`config.mk`:
```
export PLATFORM = sky130hd
export DESIGN_NAME = merge_rr
export DESIGN_NICKNAME = d
export VERILOG_FILES = /design/src/rtl/merge_rr_pkg.sv /design/src/rtl/merge_rr_arbiter.sv /design/src/rtl/merge_rr.sv
export SDC_FILE = /design/constraint.sdc
export NUM_CORES = 1
export LEC_CHECK = 0
export CORE_MARGIN = 2
export CORE_UTILIZATION = 22
export CTS_CLUSTER_SIZE = 14
export DETAILED_ROUTE_END_ITERATION = 6
export GPL_TIMING_DRIVEN = 0
export HOLD_SLACK_MARGIN = 0.08
export PLACE_DENSITY = 0.79
export SLEW_MARGIN = 40
export SYNTH_ARGS = -nofsm -noshare
export SYNTH_HDL_FRONTEND = slang
export SYNTH_HIERARCHICAL = 1
export SYNTH_SLANG_ARGS = --single-unit
```
`constraint.sdc`:
```
create_clock -name clk -period 1.5 [get_ports clk]
set_clock_uncertainty 0.05 [all_clocks]
set_input_delay 0.3 -clock clk [delete_from_list [all_inputs] [get_ports clk]]
set_output_delay 0.3 -clock clk [all_outputs]
set_load 0.03 [all_outputs]
```
`src/rtl/merge_rr_pkg.sv`:
```
// merge_rr_pkg: interconnect field-layout macros plus types shared by merge_rr and rr_arbiter.
// Revision: 1.0
`default_nettype none

`ifndef INTERCONNECT_VH
`define INTERCONNECT_VH
`define REQ_W 26
`define RESP_W 17
`define VALID_BIT (`REQ_W-1)
`define READY_BIT 0
`define REQ_SLICE(i) ((i)*`REQ_W) +: `REQ_W
`define RESP_SLICE(i) ((i)*`RESP_W) +: `RESP_W
`endif

package merge_rr_pkg;

  localparam int REQ_W  = `REQ_W;
  localparam int RESP_W = `RESP_W;

  typedef enum logic [0:0] {
    ST_IDLE = 1'b0,
    ST_BUSY = 1'b1
  } state_t;

  function automatic int idx_w(int n);
    return (n > 1) ? $clog2(n) : 1;
  endfunction

endpackage

`default_nettype wire

```
`src/rtl/merge_rr_arbiter.sv`:
```
// rr_arbiter: combinational rotating-priority pick, scanning upward from ptr+1 with explicit wrap.
// Revision: 1.0
`default_nettype none

module rr_arbiter
  import merge_rr_pkg::*;
#(
  parameter int N_MASTERS = 2,
  parameter int PW        = idx_w(N_MASTERS)
) (
  input  logic [N_MASTERS-1:0] req,
  input  logic [PW-1:0]        ptr,
  output logic [N_MASTERS-1:0] winner,
  output logic                 any_req
);

  always_comb begin
    logic [PW-1:0] idx;
    logic          found;
    winner = '0;
    found  = 1'b0;
    idx    = ptr;
    for (int k = 0; k < N_MASTERS; k++) begin
      // Explicit wrap keeps non-power-of-two master counts in range.
      idx = (idx == PW'(N_MASTERS - 1)) ? '0 : idx + 1'b1;
      if (!found && req[idx]) begin
        winner[idx] = 1'b1;
        found       = 1'b1;
      end
    end
  end

  assign any_req = |req;

endmodule

`default_nettype wire

```
`src/rtl/merge_rr.sv`:
```
// merge_rr: N-to-1 request merger; one round-robin grant at a time, response routed to the grantee.
// Revision: 1.0
`default_nettype none

module merge_rr
  import merge_rr_pkg::*;
#(
  parameter int N_MASTERS = 2
) (
  input  logic                          clk,
  input  logic                          rst,
  input  logic [N_MASTERS*`REQ_W-1:0]   m_req,
  output logic [N_MASTERS*`RESP_W-1:0]  m_resp,
  output logic [`REQ_W-1:0]             s_req,
  input  logic [`RESP_W-1:0]            s_resp,
  output logic [N_MASTERS-1:0]          m_grant
);

  localparam int PW = idx_w(N_MASTERS);

  state_t                 state, state_n;
  logic [N_MASTERS-1:0]   grant_n;
  logic [N_MASTERS-1:0]   valids;
  logic [N_MASTERS-1:0]   winner;
  logic [PW-1:0]          ptr, ptr_n, win_idx;
  logic                   any_req;
  logic                   g_valid;
  logic                   s_ready;

  rr_arbiter #(.N_MASTERS(N_MASTERS), .PW(PW)) u_arb (
    .req     (valids),
    .ptr     (ptr),
    .winner  (winner),
    .any_req (any_req)
  );

  assign s_ready = s_resp[`READY_BIT];

  for (genvar i = 0; i < N_MASTERS; i++) begin : g_port
    logic [`REQ_W-1:0]  req_i;
    logic [`RESP_W-1:0] resp_i;

    assign req_i     = m_req[`REQ_SLICE(i)];
    assign valids[i] = req_i[`VALID_BIT];

    // rdata is broadcast; only the granted master ever sees ready.
    always_comb begin
      resp_i             = s_resp;
      resp_i[`READY_BIT] = s_ready && m_grant[i];
    end

    assign m_resp[`RESP_SLICE(i)] = resp_i;
  end

  always_comb begin
    win_idx = '0;
    for (int k = 0; k < N_MASTERS; k++) begin
      if (winner[k]) win_idx = PW'(k);
    end
  end

  // While BUSY the pointer is the granted master's index.
  assign g_valid = valids[ptr];

  always_comb begin
    s_req = '0;
    if (state == ST_BUSY) s_req = m_req[`REQ_SLICE(ptr)];
  end

  always_comb begin
    state_n = state;
    grant_n = m_grant;
    ptr_n   = ptr;
    case (state)
      ST_IDLE: begin
        if (any_req) begin
          state_n = ST_BUSY;
          grant_n = winner;
          ptr_n   = win_idx;
        end
      end
      ST_BUSY: begin
        if (s_ready || !g_valid) begin
          state_n = ST_IDLE;
          grant_n = '0;
        end
      end
      default: begin
        state_n = ST_IDLE;
        grant_n = '0;
      end
    endcase
  end

  always_ff @(posedge clk or posedge rst) begin
    if (rst) begin
      state   <= ST_IDLE;
      m_grant <= '0;
      ptr     <= PW'(N_MASTERS - 1);
    end else begin
      state   <= state_n;
      m_grant <= grant_n;
      ptr     <= ptr_n;
    end
  end

endmodule

`default_nettype wire

```
Word-level counts from Yosys, hierarchy flattened
Index checks and enable logic that the tools add are counted.
{"block": "classes", "n_eq_ne": 2, "div": 0, "n_reduce_logical": 11, "shifts": 1, "bitwise": 2, "add_sub_neg": 2, "n_lt_le_gt_ge": 5, "n_mux": 23, "n_mul": 1}
{"cell": "variable part select 52 x 7 -> 26 bit", "count": 1}
{"cell": "2-to-1 mux 26 bit", "count": 1}
{"cell": "2-to-1 mux 1 bit", "count": 14}
{"cell": "2-to-1 mux 2 bit", "count": 4}
{"cell": "< comparator 1 x 2 -> 1 bit (second input constant)", "count": 3}
{"cell": "logical AND 1 bit", "count": 5}
{"cell": "multiplier 1 x 4 -> 5 bit (second input constant)", "count": 1}
{"cell": "one-hot mux 2 bit (2 select lines)", "count": 1}
{"cell": "AND reduction 2 bit", "count": 2}
{"cell": "adder 1 bit (second input constant)", "count": 2}
{"cell": "demux 1 bit (select 1 bit)", "count": 2}
{"cell": "greater-or-equal comparator 1 bit (second input constant)", "count": 2}
{"cell": "logical NOT 1 bit", "count": 2}
{"cell": "!= test 2 x 1 -> 1 bit (second input constant)", "count": 1}
{"cell": "!= test 2 bit (second input constant)", "count": 1}
{"cell": "OR 2 bit", "count": 1}
{"cell": "one-hot mux 1 bit (2 select lines)", "count": 1}
{"cell": "OR reduction 2 bit", "count": 1}
{"cell": "logical OR 1 bit", "count": 1}
{"cell": "NOT 1 bit", "count": 1}
{"block": "totals", "inputBits": 71, "ram_bits": 0, "wordCells": 50, "mem_bits_ro": 0, "memories": 0, "latchBits": 0, "regBits": 4, "out_inout_bits": 62}

Depth between registers and ports, before layout
{"block": "depth", "depth_word": 12, "ltp_mapped": 4, "mapped_depth_nobuf": 4}

Hierarchy
The synthesis kept the hierarchy.
{"mod": "merge_rr", "seq_area_each_um2": 101.3, "cells_per_inst": 106, "area_each_um2": 897.1, "n_inst": 1}
{"mod": "rr_arbiter", "seq_area_each_um2": 0.0, "cells_per_inst": 4, "area_each_um2": 25.0, "n_inst": 1}

Least setup slack after synthesis
No wires, ideal clock.
{"block": "synth_path", "path_kind": "reg2out", "startpoint": "register ptr", "endpoint": "output s_req[10]", "path_buffers": 2, "t_required_ns": 1.150, "path_stages_with_launch": 5, "setup_slack_ns": -0.244, "arrival_ns": 1.394, "path_cell_list": "dfstp_2 -> buf_6 -> buf_4 -> mux2i_1 -> nor2b_1"}
{"block": "synth_between", "elab_chain_len": 3}
{"element": "start, declared", "line_no": "merge_rr.sv:25", "rtl": "logic [PW-1:0] ptr, ptr_n, win_idx;"}
{"element": "start signal, assigned", "line_no": "merge_rr.sv:99", "rtl": "ptr <= PW'(N_MASTERS - 1);"}
{"element": "start signal, assigned", "line_no": "merge_rr.sv:103", "rtl": "ptr <= ptr_n;"}
{"element": "multiplier 1 x 4 -> 5 bit (no source line)"}
{"element": "variable part select 52 x 7 -> 26 bit", "line_no": "merge_rr.sv:67", "rtl": "if (state == ST_BUSY) s_req = m_req[`REQ_SLICE(ptr)];"}
{"element": "2-to-1 mux 26 bit", "line_no": "merge_rr.sv:67"}
{"element": "end, declared", "line_no": "merge_rr.sv:14", "rtl": "output logic [`REQ_W-1:0] s_req,"}
No other way between the ends.

Worst setup path after layout
Ends and elaborated chain as after synthesis.

==> flow_summary.yaml <==
sta:
  setup_ws_ns: -0.353
  slew_headroom_pct: 78.5
  max_freq_mhz: 540
  worst_slew_pin_slew_ns: 0.321
  report.final.slew_viol_count: 0
  fin_tns_setup_ns: -7.73
  rsz0062_at_grt: "yes"
  period_share_pct: 124
  setup_viol: 27
  hold_viol: 0
  hold_slack_ns: 0.214
  finalWorstPathRequiredPeriod_ns: 1.85
floorplan:
  core_um2: 4030
  die_w_um: 68.7
  initial_core_util_pct: 22.9
  die_h_um: 68.7
  rows: 23
  io_pins: 133
  dieArea_um2: 4730
grt:
  grt_pass1_wl_mm: 4.36
  grt.overflow.total: 0
  grt_pass1_vias: 1044
  grt.total_usage_pct: 11.9
  antenna_found_initial: 0
  grt_max_degree: 11
placed_design:
  hpwl_mm: 2.77
  place_area_um2: 2230
  place.gp.congestion: 0.703
  port_buffers: 116
  pre_cts_slack_ns: -0.771
setup_path:
  crit_path_max_incr_delay_ns: 0.55
  r2r-start: "ptr"
  worstSetupPathType: "flop to output port"
  required_ns: 1.15
  cp.arrival_ns: 1.50
  start_kind: "flop"
  r2r-end: "m_grant[0]"
  worst_path_most_repeated_cell: "buf_12"
  cp.buffers_inverters: 3
  cp-end-kind: "output port"
  critPathTopFamily: "flip-flops"
  reg2reg_slack_ns: -0.02
  path_cells: "buf_12 -> buf_12 -> mux2i_2 -> nor2b_2 -> buf_6"
  crit_fanout: 6
  reg2reg_depth: 5
  critPathSlowestCell: "dfstp_2"
clock_network:
  path_clk_slew_ns: 0.03
  clock_path_buffers: 2
  htree_num_levels: 1
  cts_tree: "done"
  hold_buffers: 0
  root_buffer: "clkbuf_8"
  insertion_delay_ns: 0.21
  cts_sinks: 4
  cts_buffers: 3
finish:
  num-nets-final: 312
  final_cell_area_um2: 2550
  synthToLayoutAreaGrowth_pct: 176
  antenna_cells: 0
  drive_above_1_share_pct: 50.0
logic_synthesis:
  syn_inst: 110
  synth_area_um2: 922
  synth_warnings: 6
  synth_nets: 181
  yosysSeqAreaShare_pct: 11.0
  ys_seq_elements: 4
  avgSynthCellArea_um2: 8.38
  synth.distinct_cells: 17
pwr:
  power.total_w: 0.00352
  power_density_nw_per_um2: 1380
  pwr-share-clk_pct: 6.6
  p_sw_w: 0.00148
  p_int_w: 0.00204
  pwr-share-seq_pct: 5.6
  p_leak_nw: 1.14
  ir_worst_vdd_v: 0.000520
  combinationalPowerShare_pct: 87.8
  swShare_pct: 42.0
route:
  ant_nets: 0
  firstDrtPassIters: 4
  wl_mm: 3.47
  via_per_inst: 4.14
  drt_iter0_drc: 7
  drc: 0
  num_vias: 1200
  wl_per_cell_um: 11.9
run:
  drv_cap: 0
status:
  status: "finished with violations"
  violations: "negative setup slack"
min_path:
  hold_class: "input port to asynchronous set/reset pin"
==> layout by cell type (no fill, tap or decap) <==
cell and n:
clkdlybuf4s50_1 84, buf_4 37, buf_6 29, nor2b_2 25, mux2i_1 15, mux2i_2 7, mux2i_4 5, buf_12 4
and2_1 3, clkbuf_2 3, clkbuf_8 3, dfrtp_1 3, or2_1 2, inv_1 2, dlymetal6s2s_1 2, dlygate4sd2_1 2
a21boi_1 2, nor3b_2 1, nor2b_1 1, nor3b_1 1, a211o_1 1, mux2_2 1, and2b_4 1, o2bb2ai_1 1
clkbuf_1 1, buf_16 1, clkbuf_16 1, buf_2 1, dfstp_2 1
==> worst max path at each step <==
stage	from	end	slack, ns	cells past startpoint
after global routing	ptr	s_req[10]	-0.39	5
after floorplan	ptr	s_req[10]	-0.06	4
final	ptr	s_req[10]	-0.35	5
after CTS	ptr	s_req[25]	-0.38	5
after global placement	state	s_req[24]	-0.82	4
after detailed placement	state	s_req[18]	-0.77	4
==> timing repair <==
| action | in CTS | in global routing |
|---|---|---|
| resized for setup | 207 | 20 |
| buffers inserted | 8 | 0 |
| endpoints found under the setup margin | 31 | 30 |
| gates cloned | 2 | 1 |
| pin swaps | 3 | 0 |
==> flip-flops by register name, indices dropped and copies added, names as in the netlist <==
register  cells
ptr           1
state         1
m_grant       2
==> cells in the mapped netlist <==
library cell,count,area share [%]
dfstp_2,1,2.8
nor2b_1,26,18
inv_1,2,0.81
dfrtp_1,3,8.1
o2bb2ai_1,1,0.95
mux2_2,1,1.2
buf_4,34,28
nor3b_1,1,0.81
clkbuf_1,3,1.2
and2_1,3,2.0
a211o_1,1,0.95
or2_1,2,1.4
buf_6,1,1.2
mux2i_1,27,29
a21boi_1,2,1.6
nor3b_2,1,1.4
and2b_1,1,0.81
==> power by group through the flow <==
stage | combinational [W] | clock [W] | sequential, W
2_1_floorplan | 0.00155 | 0 | 0.000216
4_1_cts | 0.00296 | 0.000241 | 0.000193
3_5_place_dp | 0.00242 | 0 | 0.000193
6_report | 0.00309 | 0.000233 | 0.000196
3_3_place_gp | 0.00241 | 0 | 0.000192
5_1_grt | 0.00324 | 0.000248 | 0.000203
==> metal layers <==
layer	vias to the layer above	part of all wire (%)	GRT usage [%]
met3	2	15	3.08
met2	76	51	23.4
met1	533	33	12.0
met4	0	0.55	3.68
li1	589	-	-
met5	-	0	0
==> cell families after synthesis <==
logic type	Yosys count	synth area share, %
buffers and inverters	40	30.9
AND/OR/NAND/NOR	34	24.0
multiplexers	28	30.5
AO/OA/AOI/OAI	4	3.53
flip-flops	4	11.0
==> through the flow <==
stage               cells  util (%)
global route          290      63.2
CTS                   290      61.1
detailed placement    276      55.2
floorplan             110         -
finish                290      63.2
global placement      276      55.2
==> final cells by class <==
class                           instances  area [um^2]
Sequential cell                         4          101
Timing Repair Buffer                  126         1330
Clock buffer                            4         45.0
Inverter                                2         7.51
Fill cell                             350         1480
Buffer                                 38          315
Tap cell                               50         62.6
Multi-Input combinational cell         66          689
No activity file was read; power rests on OpenSTA's default activity.
